<file path="config.mk">
export PLATFORM = sky130hd
export DESIGN_NAME = tl_ul_arb2
export DESIGN_NICKNAME = d
export VERILOG_FILES = /design/src/rtl/tl_ul_arb2.sv
export SDC_FILE = /design/constraint.sdc
export NUM_CORES = 1
export LEC_CHECK = 0
export CORE_AREA = 2 2 158 160
export DETAILED_ROUTE_END_ITERATION = 6
export DIE_AREA = 0 0 160 162
export GPL_ROUTABILITY_DRIVEN = 0
export PLACE_DENSITY = 0.45
export RECOVER_POWER = 50
export SLEW_MARGIN = 20
export SYNTH_ARGS = -nofsm -noshare
export SYNTH_HDL_FRONTEND = slang
export SYNTH_SLANG_ARGS = --single-unit
</file>
<file path="constraint.sdc">
create_clock -name clock -period 11.75 [get_ports clock]
set_input_delay 2.35 -clock clock [delete_from_list [all_inputs] [get_ports clock]]
set_output_delay 2.35 -clock clock [all_outputs]
set_load 0.02 [all_outputs]
</file>
<file path="src/rtl/tl_ul_arb2.sv">
// Two-to-one TileLink-UL arbiter: round-robin A grant locked across Put bursts, D routed by source MSB.
// Optional macro TL_ARB2_INFLIGHT_LIMIT_EN caps outstanding A messages per requester at MAX_INFLIGHT.
module tl_ul_arb2 #(
    parameter int MAX_SIZE     = 6,
    parameter int MAX_INFLIGHT = 4
) (
    input  logic                clock,
    input  logic                reset,
    input  logic                a0_valid,
    output logic                a0_ready,
    input  logic [81:0]         a0_bits,
    input  logic                a1_valid,
    output logic                a1_ready,
    input  logic [81:0]         a1_bits,
    output logic                ma_valid,
    input  logic                ma_ready,
    output logic [82:0]         ma_bits,
    output logic                d0_valid,
    input  logic                d0_ready,
    output logic [45:0]         d0_bits,
    output logic                d1_valid,
    input  logic                d1_ready,
    output logic [45:0]         d1_bits,
    input  logic                md_valid,
    output logic                md_ready,
    input  logic [46:0]         md_bits,
    output logic                o_dbg_state,
    output logic [MAX_SIZE-2:0] o_dbg_beat_cnt,
    output logic                o_dbg_rr_ptr,
    output logic                o_dbg_lock_id
);
    localparam int BCW = MAX_SIZE - 1;

    typedef enum logic {S_IDLE = 1'b0, S_BURST = 1'b1} state_t;

    // Handshake: a beat transfers on a rising edge where valid && ready are both high;
    // valid never depends on ready, and every valid/ready output is held low during reset.

    // Oversized requests are clamped so an illegal size can lock at most one maximum burst.
    function automatic logic [BCW-1:0] beats_f(input logic burst_op, input logic [3:0] size);
        logic [3:0] s;
        s = (size > 4'(MAX_SIZE)) ? 4'(MAX_SIZE) : size;
        if (burst_op && (s > 4'd2))
            beats_f = BCW'(1) << (s - 4'd2);
        else
            beats_f = BCW'(1);
    endfunction

    state_t         r_state, w_state_nxt;
    logic           r_rr_ptr, w_rr_nxt;
    logic           r_lock_id, w_lock_nxt;
    logic [BCW-1:0] r_beat_cnt, w_cnt_nxt;

    logic           w_elig0, w_elig1;
    logic           w_grant, w_gvalid;
    logic [81:0]    w_a_bits;
    logic [BCW-1:0] w_a_beats;
    logic           w_a_fire, w_a_last;
    logic           w_d_sel, w_d_fire;

    always_comb begin
        w_grant  = r_rr_ptr;
        w_gvalid = 1'b0;
        if (r_state == S_IDLE) begin
            if (w_elig0 && w_elig1) begin
                w_grant  = r_rr_ptr;
                w_gvalid = 1'b1;
            end else if (w_elig0) begin
                w_grant  = 1'b0;
                w_gvalid = 1'b1;
            end else if (w_elig1) begin
                w_grant  = 1'b1;
                w_gvalid = 1'b1;
            end
        end else begin
            w_grant  = r_lock_id;
            w_gvalid = r_lock_id ? a1_valid : a0_valid;
        end
    end

    assign w_a_bits  = w_grant ? a1_bits : a0_bits;
    assign ma_valid  = w_gvalid & ~reset;
    assign ma_bits   = {w_a_bits[81:72], w_grant, w_a_bits[71:0]};
    assign a0_ready  = ~reset & w_gvalid & ~w_grant & ma_ready;
    assign a1_ready  = ~reset & w_gvalid & w_grant & ma_ready;
    assign w_a_fire  = ma_valid & ma_ready;
    assign w_a_beats = beats_f((w_a_bits[81:79] == 3'd0) || (w_a_bits[81:79] == 3'd1), w_a_bits[75:72]);
    assign w_a_last  = (r_state == S_IDLE) ? (w_a_beats == BCW'(1)) : (r_beat_cnt <= BCW'(1));

    always_comb begin
        w_state_nxt = r_state;
        w_rr_nxt    = r_rr_ptr;
        w_lock_nxt  = r_lock_id;
        w_cnt_nxt   = r_beat_cnt;
        case (r_state)
            S_IDLE: begin
                if (w_a_fire) begin
                    if (w_a_last) begin
                        w_rr_nxt = ~w_grant;
                    end else begin
                        w_state_nxt = S_BURST;
                        w_lock_nxt  = w_grant;
                        w_cnt_nxt   = w_a_beats - BCW'(1);
                    end
                end
            end
            S_BURST: begin
                if (w_a_fire) begin
                    w_cnt_nxt = r_beat_cnt - BCW'(1);
                    if (w_a_last) begin
                        w_state_nxt = S_IDLE;
                        w_rr_nxt    = ~r_lock_id;
                        w_cnt_nxt   = '0;
                    end
                end
            end
            default: w_state_nxt = S_IDLE;
        endcase
    end

    always_ff @(posedge clock) begin
        if (reset) begin
            r_state    <= S_IDLE;
            r_rr_ptr   <= 1'b0;
            r_lock_id  <= 1'b0;
            r_beat_cnt <= '0;
        end else begin
            r_state    <= w_state_nxt;
            r_rr_ptr   <= w_rr_nxt;
            r_lock_id  <= w_lock_nxt;
            r_beat_cnt <= w_cnt_nxt;
        end
    end

    assign o_dbg_state    = r_state;
    assign o_dbg_beat_cnt = r_beat_cnt;
    assign o_dbg_rr_ptr   = r_rr_ptr;
    assign o_dbg_lock_id  = r_lock_id;

    // D routing is per beat: the source MSB names the requester, so no lock is needed.
    assign w_d_sel  = md_bits[37];
    assign d0_valid = ~reset & md_valid & ~w_d_sel;
    assign d1_valid = ~reset & md_valid & w_d_sel;
    assign d0_bits  = {md_bits[46:38], md_bits[36:0]};
    assign d1_bits  = {md_bits[46:38], md_bits[36:0]};
    assign md_ready = ~reset & (w_d_sel ? d1_ready : d0_ready);
    assign w_d_fire = md_valid & md_ready;

`ifdef TL_ARB2_INFLIGHT_LIMIT_EN
    localparam int IFW = $clog2(MAX_INFLIGHT + 1);

    logic [IFW-1:0] r_inflight0, r_inflight1;
    logic [BCW-1:0] r_d_rem0, r_d_rem1;
    logic [BCW-1:0] w_d_beats;
    logic           w_inc0, w_inc1, w_dec0, w_dec1;

    assign w_elig0   = a0_valid & (r_inflight0 < IFW'(MAX_INFLIGHT));
    assign w_elig1   = a1_valid & (r_inflight1 < IFW'(MAX_INFLIGHT));
    assign w_d_beats = beats_f(md_bits[46:44] == 3'd1, md_bits[41:38]);
    assign w_inc0    = w_a_fire & ~w_grant & w_a_last;
    assign w_inc1    = w_a_fire & w_grant & w_a_last;
    // A remaining count of zero means the next beat on that port starts a new response.
    assign w_dec0    = w_d_fire & ~w_d_sel &
                       ((r_d_rem0 == '0) ? (w_d_beats == BCW'(1)) : (r_d_rem0 == BCW'(1)));
    assign w_dec1    = w_d_fire & w_d_sel &
                       ((r_d_rem1 == '0) ? (w_d_beats == BCW'(1)) : (r_d_rem1 == BCW'(1)));

    always_ff @(posedge clock) begin
        if (reset) begin
            r_inflight0 <= '0;
            r_inflight1 <= '0;
            r_d_rem0    <= '0;
            r_d_rem1    <= '0;
        end else begin
            if (w_d_fire && !w_d_sel)
                r_d_rem0 <= (r_d_rem0 == '0) ? (w_d_beats - BCW'(1)) : (r_d_rem0 - BCW'(1));
            if (w_d_fire && w_d_sel)
                r_d_rem1 <= (r_d_rem1 == '0) ? (w_d_beats - BCW'(1)) : (r_d_rem1 - BCW'(1));
            if (w_inc0 && !w_dec0)
                r_inflight0 <= r_inflight0 + IFW'(1);
            else if (w_dec0 && !w_inc0 && (r_inflight0 != '0))
                r_inflight0 <= r_inflight0 - IFW'(1);
            if (w_inc1 && !w_dec1)
                r_inflight1 <= r_inflight1 + IFW'(1);
            else if (w_dec1 && !w_inc1 && (r_inflight1 != '0))
                r_inflight1 <= r_inflight1 - IFW'(1);
        end
    end
`else
    assign w_elig0 = a0_valid;
    assign w_elig1 = a1_valid;
`endif

endmodule

</file>
* Word-level counts from Yosys, hierarchy flattened *
Index checks and enable logic that the tools add are counted.

storage, ports and cells
  input port bits = 219
  output and inout port bits = 189
  word-level logic and storage cells = 69
  bits in registers = 8

operators by class
  eq/ne operators = 7
  add/subtract/negate cells = 3
  multiplexer cells = 28
  bitwise gates (word level) = 16
  reduce and logical (&&, ||, !) cells = 7
  shift operators = 1
  $lt $le $gt $ge = 3

operator list
  cell                                                                             count
  82-bit 2-to-1 mux                                                                1
  5-bit 2-to-1 mux                                                                 5
  1-bit 2-to-1 mux                                                                 18
  1-bit AND                                                                        10
  5-bit case mux with 2 select lines                                               1
  5-bit by 1-bit subtractor with 5-bit output, second input constant               2
  2-bit inequality test, second input constant                                     3
  1-bit NOT                                                                        6
  3-bit AND reduction                                                              2
  5-bit by 1-bit equality test with 1-bit output, second input constant            1
  5-bit by 1-bit <= comparator with 1-bit output, second input constant            1
  1-bit by 4-bit left shift with 5-bit output, first input constant                1
  4-bit by 2-bit greater-than comparator with 1-bit output, second input constant  1
  4-bit by 3-bit greater-than comparator with 1-bit output, second input constant  1
  4-bit 2-to-1 mux                                                                 1
  2-bit by 1-bit inequality test with 1-bit output, second input constant          2
  1-bit case mux with 2 select lines                                               2
  4-bit AND reduction                                                              1
  4-bit by 2-bit subtractor with 4-bit output, second input constant               1
  3-bit by 1-bit equality test with 1-bit output, second input constant            1
  3-bit zero test                                                                  1
  1-bit logical AND                                                                2
  1-bit logical OR                                                                 1

* Logic depth before layout (Yosys ltp) *
Gate-level depths: netlist of the first run.

  word-level depth = 15
  gate-level depth with buffers = 20
  gate-level depth less buffers = 17

* Worst setup path before layout of the first run *
Ideal clock, no wire load.

  path kind = input-to-output
  from = input a1_valid
  to = output ma_bits[35]
  path buffers = 3
  stages = 9
  data required time = 9.400 ns
  path slack = 5.572 ns
  data arrival time = 3.828 ns
  path through = inv_1 > maj3_2 > o21a_1 > buf_6 > clkinv_4 > clkbuf_1 > clkbuf_1 > nand2_1 > nand2_1

on the way
  cells in the longest elaborated chain, start to end = 5
  elaborated cells between the ends (all ways) = 6
  classes of those cells = mux (5); reduce/logical (1)

ends and longest elaborated chain
  element              line  source
  start: declaration   12    input logic a1_valid,
  1-bit 2-to-1 mux     71    end else if (w_elig1) begin
  1-bit 2-to-1 mux     68    end else if (w_elig0) begin
  1-bit 2-to-1 mux *   65    if (w_elig0 && w_elig1) begin
  1-bit 2-to-1 mux *   64    if (r_state == S_IDLE) begin
  82-bit 2-to-1 mux *  81    assign w_a_bits = w_grant ? a1_bits : a0_bits;
  end: declaration     17    output logic [82:0] ma_bits,

Mark *: on every way between the ends. The rest lies on a longest branch, timed or not.

* Final worst setup path of the first run *
  from = input a0_valid
  to = output ma_bits[3]

on the way
  cells in the longest elaborated chain, start to end = 4
  elaborated cells between the ends (all ways) = 5
  classes of those cells = mux (4); reduce/logical (1)

ends and longest elaborated chain
  element                                                line    source
  start: declaration                                     9       input logic a0_valid,
  1-bit 2-to-1 mux or 1-bit logical AND (tied branches)  68, 65
  1-bit 2-to-1 mux *                                     65
  1-bit 2-to-1 mux *                                     64
  82-bit 2-to-1 mux *                                    81

Marked as above.

==> results.toml, run 1 <==
[layout]
final_area_mm2 = 0.00500
multiInputGateArea_mm2 = 0.00162
fin_nets = 870
layout-drive-gt1-share_pct = 1.55
layout_commonest_cell = "clkdlybuf4s50_1"
stdcell_count = 968
antennaDiodeCount = 0
num-fill-cells = 2823
layout_common_cells = "261 x clkdlybuf4s50_1, 258 x nand2_1, 19 x nor2_1"
regArea_um2 = 160
area_growth_pct = 92.2

[die]
io_pins = 408
coreArea_mm2 = 0.0241
die_y_um = 162
dieArea_mm2 = 0.0259
start_util_pct = 10.8
rows = 57
die_x_um = 160

[clock_tree]
clock_latency_ns = 0.23
tritoncts = "done"
clock_path_buffers = 2
clock_sinks = 8
cts.repair.resized = 0
post-cts-setup-buffers = 0
cts.clk_slew.worst_paths_ns = 0.04
h-tree-depth = 1
cts-hold-fix-buffers = 0
clockRootBuffer = "clkbuf_16"
cts_buffers = 3

[timing]
setup_viol = 0
relSlewSlack_pct = 34.8
fin_hold_ws_ns = 0.520
tns_ns = 0
fin_crit_sh_pct = 62.5
worst_pin_slew_ns = 0.978
slew_viol_final = 0
clock.fmax_mhz = 136
rsz0062_at_grt = "false"
fin_skew_ns = 0.000454
min_period_ns = 7.35
hold_viol_final = 0

[placement]
place_area_mm2 = 0.00492
dp.cells = 965
dp_hpwl_um = 9510
portBuffers = 269

[global_route]
grt_usage_pct = 8.24
grt_overflow_total = 0
grt_max_degree = 91
grt_antenna_before_repair = 0
grt_pass1_wl_um = 17700
grt_pass1_vias = 3320

[run_status]
status = "completed"

[power_and_ir_drop]
power_frac_seq_pct = 8.2
leakagePower_nw = 2.13
peakVddDrop_mv = 0.0418
p_per_area_mw_per_mm2 = 76.9
comb_power_share_pct = 77.0
p_total_uw = 384
power_frac_clock_pct = 14.8
p_int_uw = 221
swShare_pct = 42.4
power.switching_uw = 163

[worst_setup_path]
cp.arrival_ns = 5.00
crit_chain = "clkdlybuf4s50_1 -> maj3_2 -> o21a_4 -> buf_4 -> nand2_1 -> nand2_1 -> clkdlybuf4s50_1"
cp-start-kind = "primary input"
crit_type = "primary input to output pin"
crit_path_max_fanout = 90
crit_start = "a0_valid"
critPathSlowestCell = "buf_4"
cpPeakStageDelay_ns = 0.73
end_kind = "output pin"
cp.required_ns = 9.40
path_delay_family = "buffers and inverters"
path_buf_inv = 3

[yosys]
syn_inst = 487
synth_flop_cell = "dfxtp_1"
ys_seq_area_share_pct = 6.16
synth_area_leaders = "nand2_1 37%, buf_4 27%, dfxtp_1 6.2%"
synth_top_area_share_pct = 37.2
synth_edf_count = 0
syn_area_mm2 = 0.00260
async_flop_share_pct = 0
synth_area_leader_cell = "nand2_1"
avgSynthCellArea_um2 = 5.34
ys_ff_latch = 8
syn_nets = 711
yosysWarnings = 0
ys_types = 39

[hold_path]
hp-class = "flip-flop to flip-flop"
hp-start = "o_dbg_rr_ptr"

[drt]
top_layer_used = "met4"
vias_per_cell = 3.50
antenna_left = 0
dr_wl_met2_um = 5740
drt_wl_total_um = 11800
dr_wl_met3_um = 1320
drt_first_pass_iters = 4
drt-met1-wl_um = 4630
vias = 3386
route.detailed.drc = 0
drtIter0Drc = 155
detail_route.wl_per_cell_um = 12.1

[job]
drv_cap = 0
cells by family (layout without fill, tap and decap cells):
logic type      Yosys count  after routing  synth area share [%]
compound gates           30             30                  7.80
xor+xnor                  1              1                 0.337
fa+ha+maj                 6              6                  2.84
buf+inv                 124            281                  31.8
flops                     8              8                  6.16
mux                       8              8                  3.37
simple gates            310            310                  47.7
power by group through the flow:
stage                     clock network (mW)  logic [mW]  registers (mW)
after CTS                             0.0579       0.302          0.0315
final                                 0.0569       0.296          0.0314
after detailed placement                   0       0.300          0.0319
after global routing                  0.0597       0.320          0.0317
after floorplan                            0       0.182          0.0323
after global placement                     0       0.301          0.0319
per-stage QoR:
step                util [%]  setup slack [ns]
floorplan                  -              5.57
finish                  20.7              4.40
detailed placement      20.4              4.36
CTS                     20.7              4.34
global placement        20.4              4.35
global route            20.7              4.20
tightest hold or removal path: stages (launching register included):
cell      delay, ns
dfxtp_1        0.32
nand3b_1       0.08
o21ai_0        0.07
per-layer routing:
| metal | vias up | GRT usage [%] |
|---|---|---|
| met5 | - | 0 |
| met4 | 0 | 1.06 |
| met3 | 10 | 3.24 |
| met2 | 206 | 14.9 |
| met1 | 1418 | 9.45 |
| li1 | 1752 | - |
Yosys cell counts, types with 2 or more instances:
cell / n
a211oi_1: 3
a21oi_1: 8
a31oi_1: 2
and3_1: 2
buf_1: 3
buf_4: 93
clkbuf_1: 19
dfxtp_1: 8
ha_1: 5
inv_1: 7
mux2i_1: 6
mux2i_2: 2
nand2_1: 258
nand2b_1: 5
nand3_1: 5
nand3b_1: 2
nor2_1: 19
nor3_1: 10
nor3b_1: 2
o211ai_1: 3
o21ai_0: 4
o31ai_1: 3
or4_1: 2
cell type report:
type | instances | area share (%)
Inverter | 8 | 0.701
Sequential cell | 8 | 3.21
Clock buffer | 3 | 1.50
Timing Repair Buffer | 270 | 54.0
Multi-Input combinational cell | 355 | 32.4
Tap cell | 324 | 8.11
final timing paths:
| kind | end | slack, ns | cells after the start |
|---|---|---|---|
| worst max register to register | o_dbg_beat_cnt[3] | 7.37 | 14 |
| worst max-delay path | ma_bits[3] | 4.40 | 7 |
| worst min-delay path | o_dbg_rr_ptr | 0.52 | 2 |
| worst min register to register | o_dbg_rr_ptr | 0.52 | 2 |
(Power assumes the default switching activity.)
==> run 2, diff against run 1 <==
- PLACE_DENSITY: 0.45 -> 0.46
- clock period: 11.75 -> 6 ns (I/O delays scaled with it)
==> run 2 against run 1 <==
Against the previous run:
- final area is 0.55% higher
- hold slack better by 0.013 ns
- combinational power grew 99%
- sequential share of layout area about the same
- critical path depth did not move
- sequential power grew 96%
- final cell count rose by 0.21%
- sequential cell count unchanged
- core utilization rose by 0.11 points
- critical endpoint is now ma_bits[13]
==> results.toml, run 2 (same netlist as run 1, synthesis figures left out) <==
[clock_tree]
cts.clk_slew.worst_paths_ns = 0.04
post-cts-setup-buffers = 0
cts-hold-fix-buffers = 0
clock_latency_ns = 0.23
tritoncts = "done"
cts.repair.resized = 0
cts_buffers = 3
clock_sinks = 8
clock_path_buffers = 2
h-tree-depth = 1
clockRootBuffer = "clkbuf_16"

[hold_path]
hp-start = "o_dbg_beat_cnt[3]"
hp-class = "flip-flop to flip-flop"
min_path_cells = 2
hold_path_end = "o_dbg_beat_cnt[3]"

[timing]
hold_viol_final = 0
setup_viol = 0
relSlewSlack_pct = 53.5
rsz0062_at_grt = "false"
worst_pin_slew_ns = 0.697
min_period_ns = 5.07
fin_skew_ns = 0.000472
fin_crit_sh_pct = 84.4
tns_ns = 0
clock.fmax_mhz = 197
fin_ws_ns = 0.933
slew_viol_final = 0

[worst_setup_path]
path_depth = 7
cp-start-kind = "primary input"
worstReg2RegEnd = "o_dbg_beat_cnt[3]"
cpPeakStageDelay_ns = 0.61
path_buf_inv = 3
end_kind = "output pin"
critPathSlowestCell = "clkdlybuf4s50_1"
crit_chain = "clkdlybuf4s50_1 -> maj3_2 -> o21a_4 -> buf_4 -> nand2_1 -> nand2_1 -> clkdlybuf4s50_1"
crit_path_max_fanout = 49
cp.arrival_ns = 3.87
path_delay_family = "buffers and inverters"
crit_type = "primary input to output pin"
rr_worst_depth = 14
cp.required_ns = 4.80
r2r_setup_slack_ns = 1.84

[placement]
dp.cells = 967
portBuffers = 269
pre_cts_ws_ns = 0.704
dp_hpwl_um = 10200

[job]
drv_cap = 0

[layout]
layout-drive-gt1-share_pct = 1.86
antennaDiodeCount = 0
final_util_pct = 20.8
num-fill-cells = 2807
stdcell_count = 970
layout_common_cells = "263 x clkdlybuf4s50_1, 258 x nand2_1, 19 x nor2_1"
fin_nets = 872
layout_commonest_cell = "clkdlybuf4s50_1"
area_growth_pct = 93.2

[drt]
vias = 3442
drt_first_pass_iters = 4
antenna_left = 0
route.detailed.drc = 0
detail_route.wl_per_cell_um = 12.7
drtIter0Drc = 161
vias_per_cell = 3.55
drt_wl_total_um = 12300

[power_and_ir_drop]
leakagePower_nw = 2.14
p_total_uw = 762
peakVddDrop_mv = 0.0901
p_per_area_mw_per_mm2 = 152

[global_route]
grt_antenna_before_repair = 0
grt_overflow_total = 0
grt_usage_pct = 8.81
grt_max_degree = 60
grt_pass1_wl_um = 18700
grt_pass1_vias = 3499

[die]
coreArea_mm2 = 0.0241
io_pins = 408
die_y_um = 162
die_x_um = 160
rows = 57
dieArea_mm2 = 0.0259
start_util_pct = 10.8

[run_status]
status = "completed"
run 2: cell count changes in the layout (fill, tap and decap cells not counted), sizes merged:
cell and delta:
buf +2, clkdlybuf4s50 +2, dlygate4sd3 -2
run 2: worst register-to-register path: cells and delay by family, from the launching register on:
| family | cells | cell delay, ns |
|---|---|---|
| AO/OA/AOI/OAI | 4 | 1.48 |
| flip-flops | 1 | 0.76 |
| AND/OR/NAND/NOR | 5 | 0.61 |
| adder cells (fa/ha/maj) | 2 | 0.50 |
| buffers and inverters | 2 | 0.37 |
| multiplexers | 1 | 0.32 |
run 2: worst max-delay path by stage:
stage | from | end | slack (ns)
finish | a0_valid | ma_bits[13] | 0.93
global placement | a0_valid | o_dbg_beat_cnt[3] | 0.79
CTS | a1_valid | ma_bits[63] | 0.81
detailed placement | a0_valid | o_dbg_beat_cnt[3] | 0.70
global route | a0_valid | o_dbg_beat_cnt[3] | 0.56
floorplan | a1_valid | o_dbg_beat_cnt[3] | 1.68
run 2: per-layer routing:
layer  up-vias  global-route usage [%]  share of wire, %
met5         -                       0                 0
met1      1464                    10.5                41
met3        13                    3.35                10
met4         0                    1.06              0.43
li1       1753                       -                 -
met2       212                    15.5                48
run 2: report_power, final:
| group | switching, mW | total (mW) | internal [mW] | leakage [nW] |
|---|---|---|---|---|
| Clock | 0.0250 | 0.111 | 0.0858 | 0.0370 |
| Combinational | 0.296 | 0.590 | 0.295 | 2.04 |
| Sequential | 0.00493 | 0.0614 | 0.0564 | 0.0649 |
| Total | 0.326 | 0.762 | 0.437 | 2.14 |
run 2: cell type report:
type                            instances  area [um^2]  share of cell area, %
Timing Repair Buffer                  272         2730                   54.3
Inverter                                8         35.0                  0.697
Tap cell                              324          405                   8.07
Sequential cell                         8          160                   3.19
Multi-Input combinational cell        355         1620                   32.3
Clock buffer                            3         75.1                   1.49
run 2: through the flow:
| stage | hold WS (ns) | area [um^2] |
|---|---|---|
| after floorplan | 0.579 | 2600 |
| after global placement | 0.508 | 4950 |
| after detailed placement | 0.527 | 4950 |
| after CTS | 0.535 | 5020 |
| after global routing | 0.574 | 5020 |
| final | 0.533 | 5020 |
==> run 3, diff against run 2 <==
- clock period: 6 -> 4.51 ns (I/O delays scaled with it)
==> run 3 against run 2 <==
Against the previous run:
- final area is 1.1% higher
- setup slack lost 0.68 ns
- sequential power is 33% higher
- non-clock buffer count increased by 6
- total power grew 34%
- clock-buffer cell count stayed put
- largest power group unchanged
- routed wire length shrank 1.5%
- register-to-register slack lost 0.67 ns
- largest cell class unchanged
==> results.toml, run 3 (same netlist as run 1, synthesis figures left out) <==
[hold_path]
hp-class = "flip-flop to flip-flop"
hp-start = "o_dbg_rr_ptr"
min_path_cells = 2
hold_path_end = "o_dbg_rr_ptr"

[global_route]
use_met2_pct = 14.9
grt_util_met1_pct = 10.4
grt_overflow_total = 0
busiest_layer = "met2"
grt_pass1_vias = 3563
grt_antenna_before_repair = 0
grt_usage_pct = 8.65
met3_usage_pct = 3.47
grt_max_degree = 55
grt_pass1_wl_um = 18600

[worst_setup_path]
rr_worst_depth = 15
crit_chain = "clkdlybuf4s50_1 -> inv_1 -> maj3_2 -> o21a_4 -> clkinv_4 -> buf_4 -> nand2_1 -> nand2_1 -> clkdlybuf4s50_1"
crit_path_max_fanout = 34
path_delay_family = "buffers and inverters"
cpPeakStageDelay_ns = 0.65
crit_type = "primary input to output pin"
critPathSlowestCell = "clkdlybuf4s50_1"
path_buf_inv = 5
r2r_setup_slack_ns = 1.17
cp-start-kind = "primary input"
crit_start = "a1_valid"
end_kind = "output pin"
worstReg2RegEnd = "o_dbg_beat_cnt[2]"
cp.required_ns = 3.61
cp.arrival_ns = 3.36

[drt]
drt_wl_total_um = 12100
antenna_left = 0
vias = 3438
vias_per_cell = 3.52
drtIter0Drc = 148
detail_route.wl_per_cell_um = 12.4
drt_first_pass_iters = 5
route.detailed.drc = 0

[timing]
worst_pin_slew_ns = 0.711
rsz0062_at_grt = "false"
slew_viol_final = 0
fin_crit_sh_pct = 94.4
setup_viol = 0
relSlewSlack_pct = 52.5
clock.fmax_mhz = 235
hold_viol_final = 0
fin_hold_ws_ns = 0.523
min_period_ns = 4.26
fin_skew_ns = 0.000746
tns_ns = 0

[placement]
portBuffers = 269
place_area_mm2 = 0.00500
dp_hpwl_um = 10000
dp.cells = 973

[clock_tree]
clock_sinks = 8
post-cts-setup-buffers = 0
cts.clk_slew.worst_paths_ns = 0.04
cts.repair.resized = 0
clock_latency_ns = 0.23
cts_buffers = 3
tritoncts = "done"
clock_path_buffers = 2
clockRootBuffer = "clkbuf_16"
cts-hold-fix-buffers = 0
h-tree-depth = 1

[die]
start_util_pct = 10.8
rows = 57
dieArea_mm2 = 0.0259
io_pins = 408
coreArea_mm2 = 0.0241
die_y_um = 162
die_x_um = 160

[run_status]
status = "completed"

[layout]
layout-drive-gt1-share_pct = 2.91
stdcell_count = 976
area_growth_pct = 95.3
layout_common_cells = "262 x clkdlybuf4s50_1, 258 x nand2_1, 19 x nor2_1"
num-fill-cells = 2786
layout_commonest_cell = "clkdlybuf4s50_1"
final_util_pct = 21.1
fin_nets = 878
antennaDiodeCount = 0
final_area_mm2 = 0.00508

[power_and_ir_drop]
peakVddDrop_mv = 0.0728
p_per_area_mw_per_mm2 = 201
leakagePower_nw = 2.17

[job]
drv_cap = 0
==> run 3: area by class of cell <==
cell class | count | area, um^2 | share of cell area (%)
Inverter | 8 | 35.0 | 0.690
Multi-Input combinational cell | 355 | 1620 | 31.9
Tap cell | 324 | 405 | 7.98
Clock buffer | 3 | 75.1 | 1.48
Sequential cell | 8 | 160 | 3.15
Timing Repair Buffer | 278 | 2780 | 54.8
==> run 3: power breakdown <==
part	switching [mW]	internal, mW
combinational	0.393	0.401
clock	0.0322	0.114
sequential	0.00671	0.0751
total	0.432	0.590
==> run 3: worst max path at each step <==
| stage | cells after the start | end | slack (ns) |
|---|---|---|---|
| after floorplan | 19 | o_dbg_beat_cnt[3] | 0.48 |
| after global placement | 9 | ma_bits[79] | 0.20 |
| after detailed placement | 9 | ma_bits[79] | 0.20 |
| after CTS | 9 | ma_bits[79] | 0.19 |
| after global routing | 9 | ma_bits[79] | 0.09 |
| final | 9 | ma_bits[79] | 0.25 |
==> run 3: worst min-delay path, stage by stage, from the launching register on <==
cell and delay, ns:
dfxtp_1 0.32, nand3b_1 0.08, o21ai_0 0.07
==> run 3: routing by layer <==
metal / part of all wire, % / vias to the layer above / wire, um
met4: 0.72 / 0 / 87
li1: - / 1765 / -
met2: 47 / 225 / 5640
met1: 41 / 1434 / 5000
met5: 0 / - / 0
met3: 11 / 14 / 1370
==> run 3: metrics by stage <==
step                      setup WS [ns]  power, mW
after floorplan                   0.484      0.557
after global placement            0.202      0.894
after detailed placement          0.201      0.887
after CTS                         0.190       1.04
after global routing             0.0907       1.10
final                             0.251       1.02
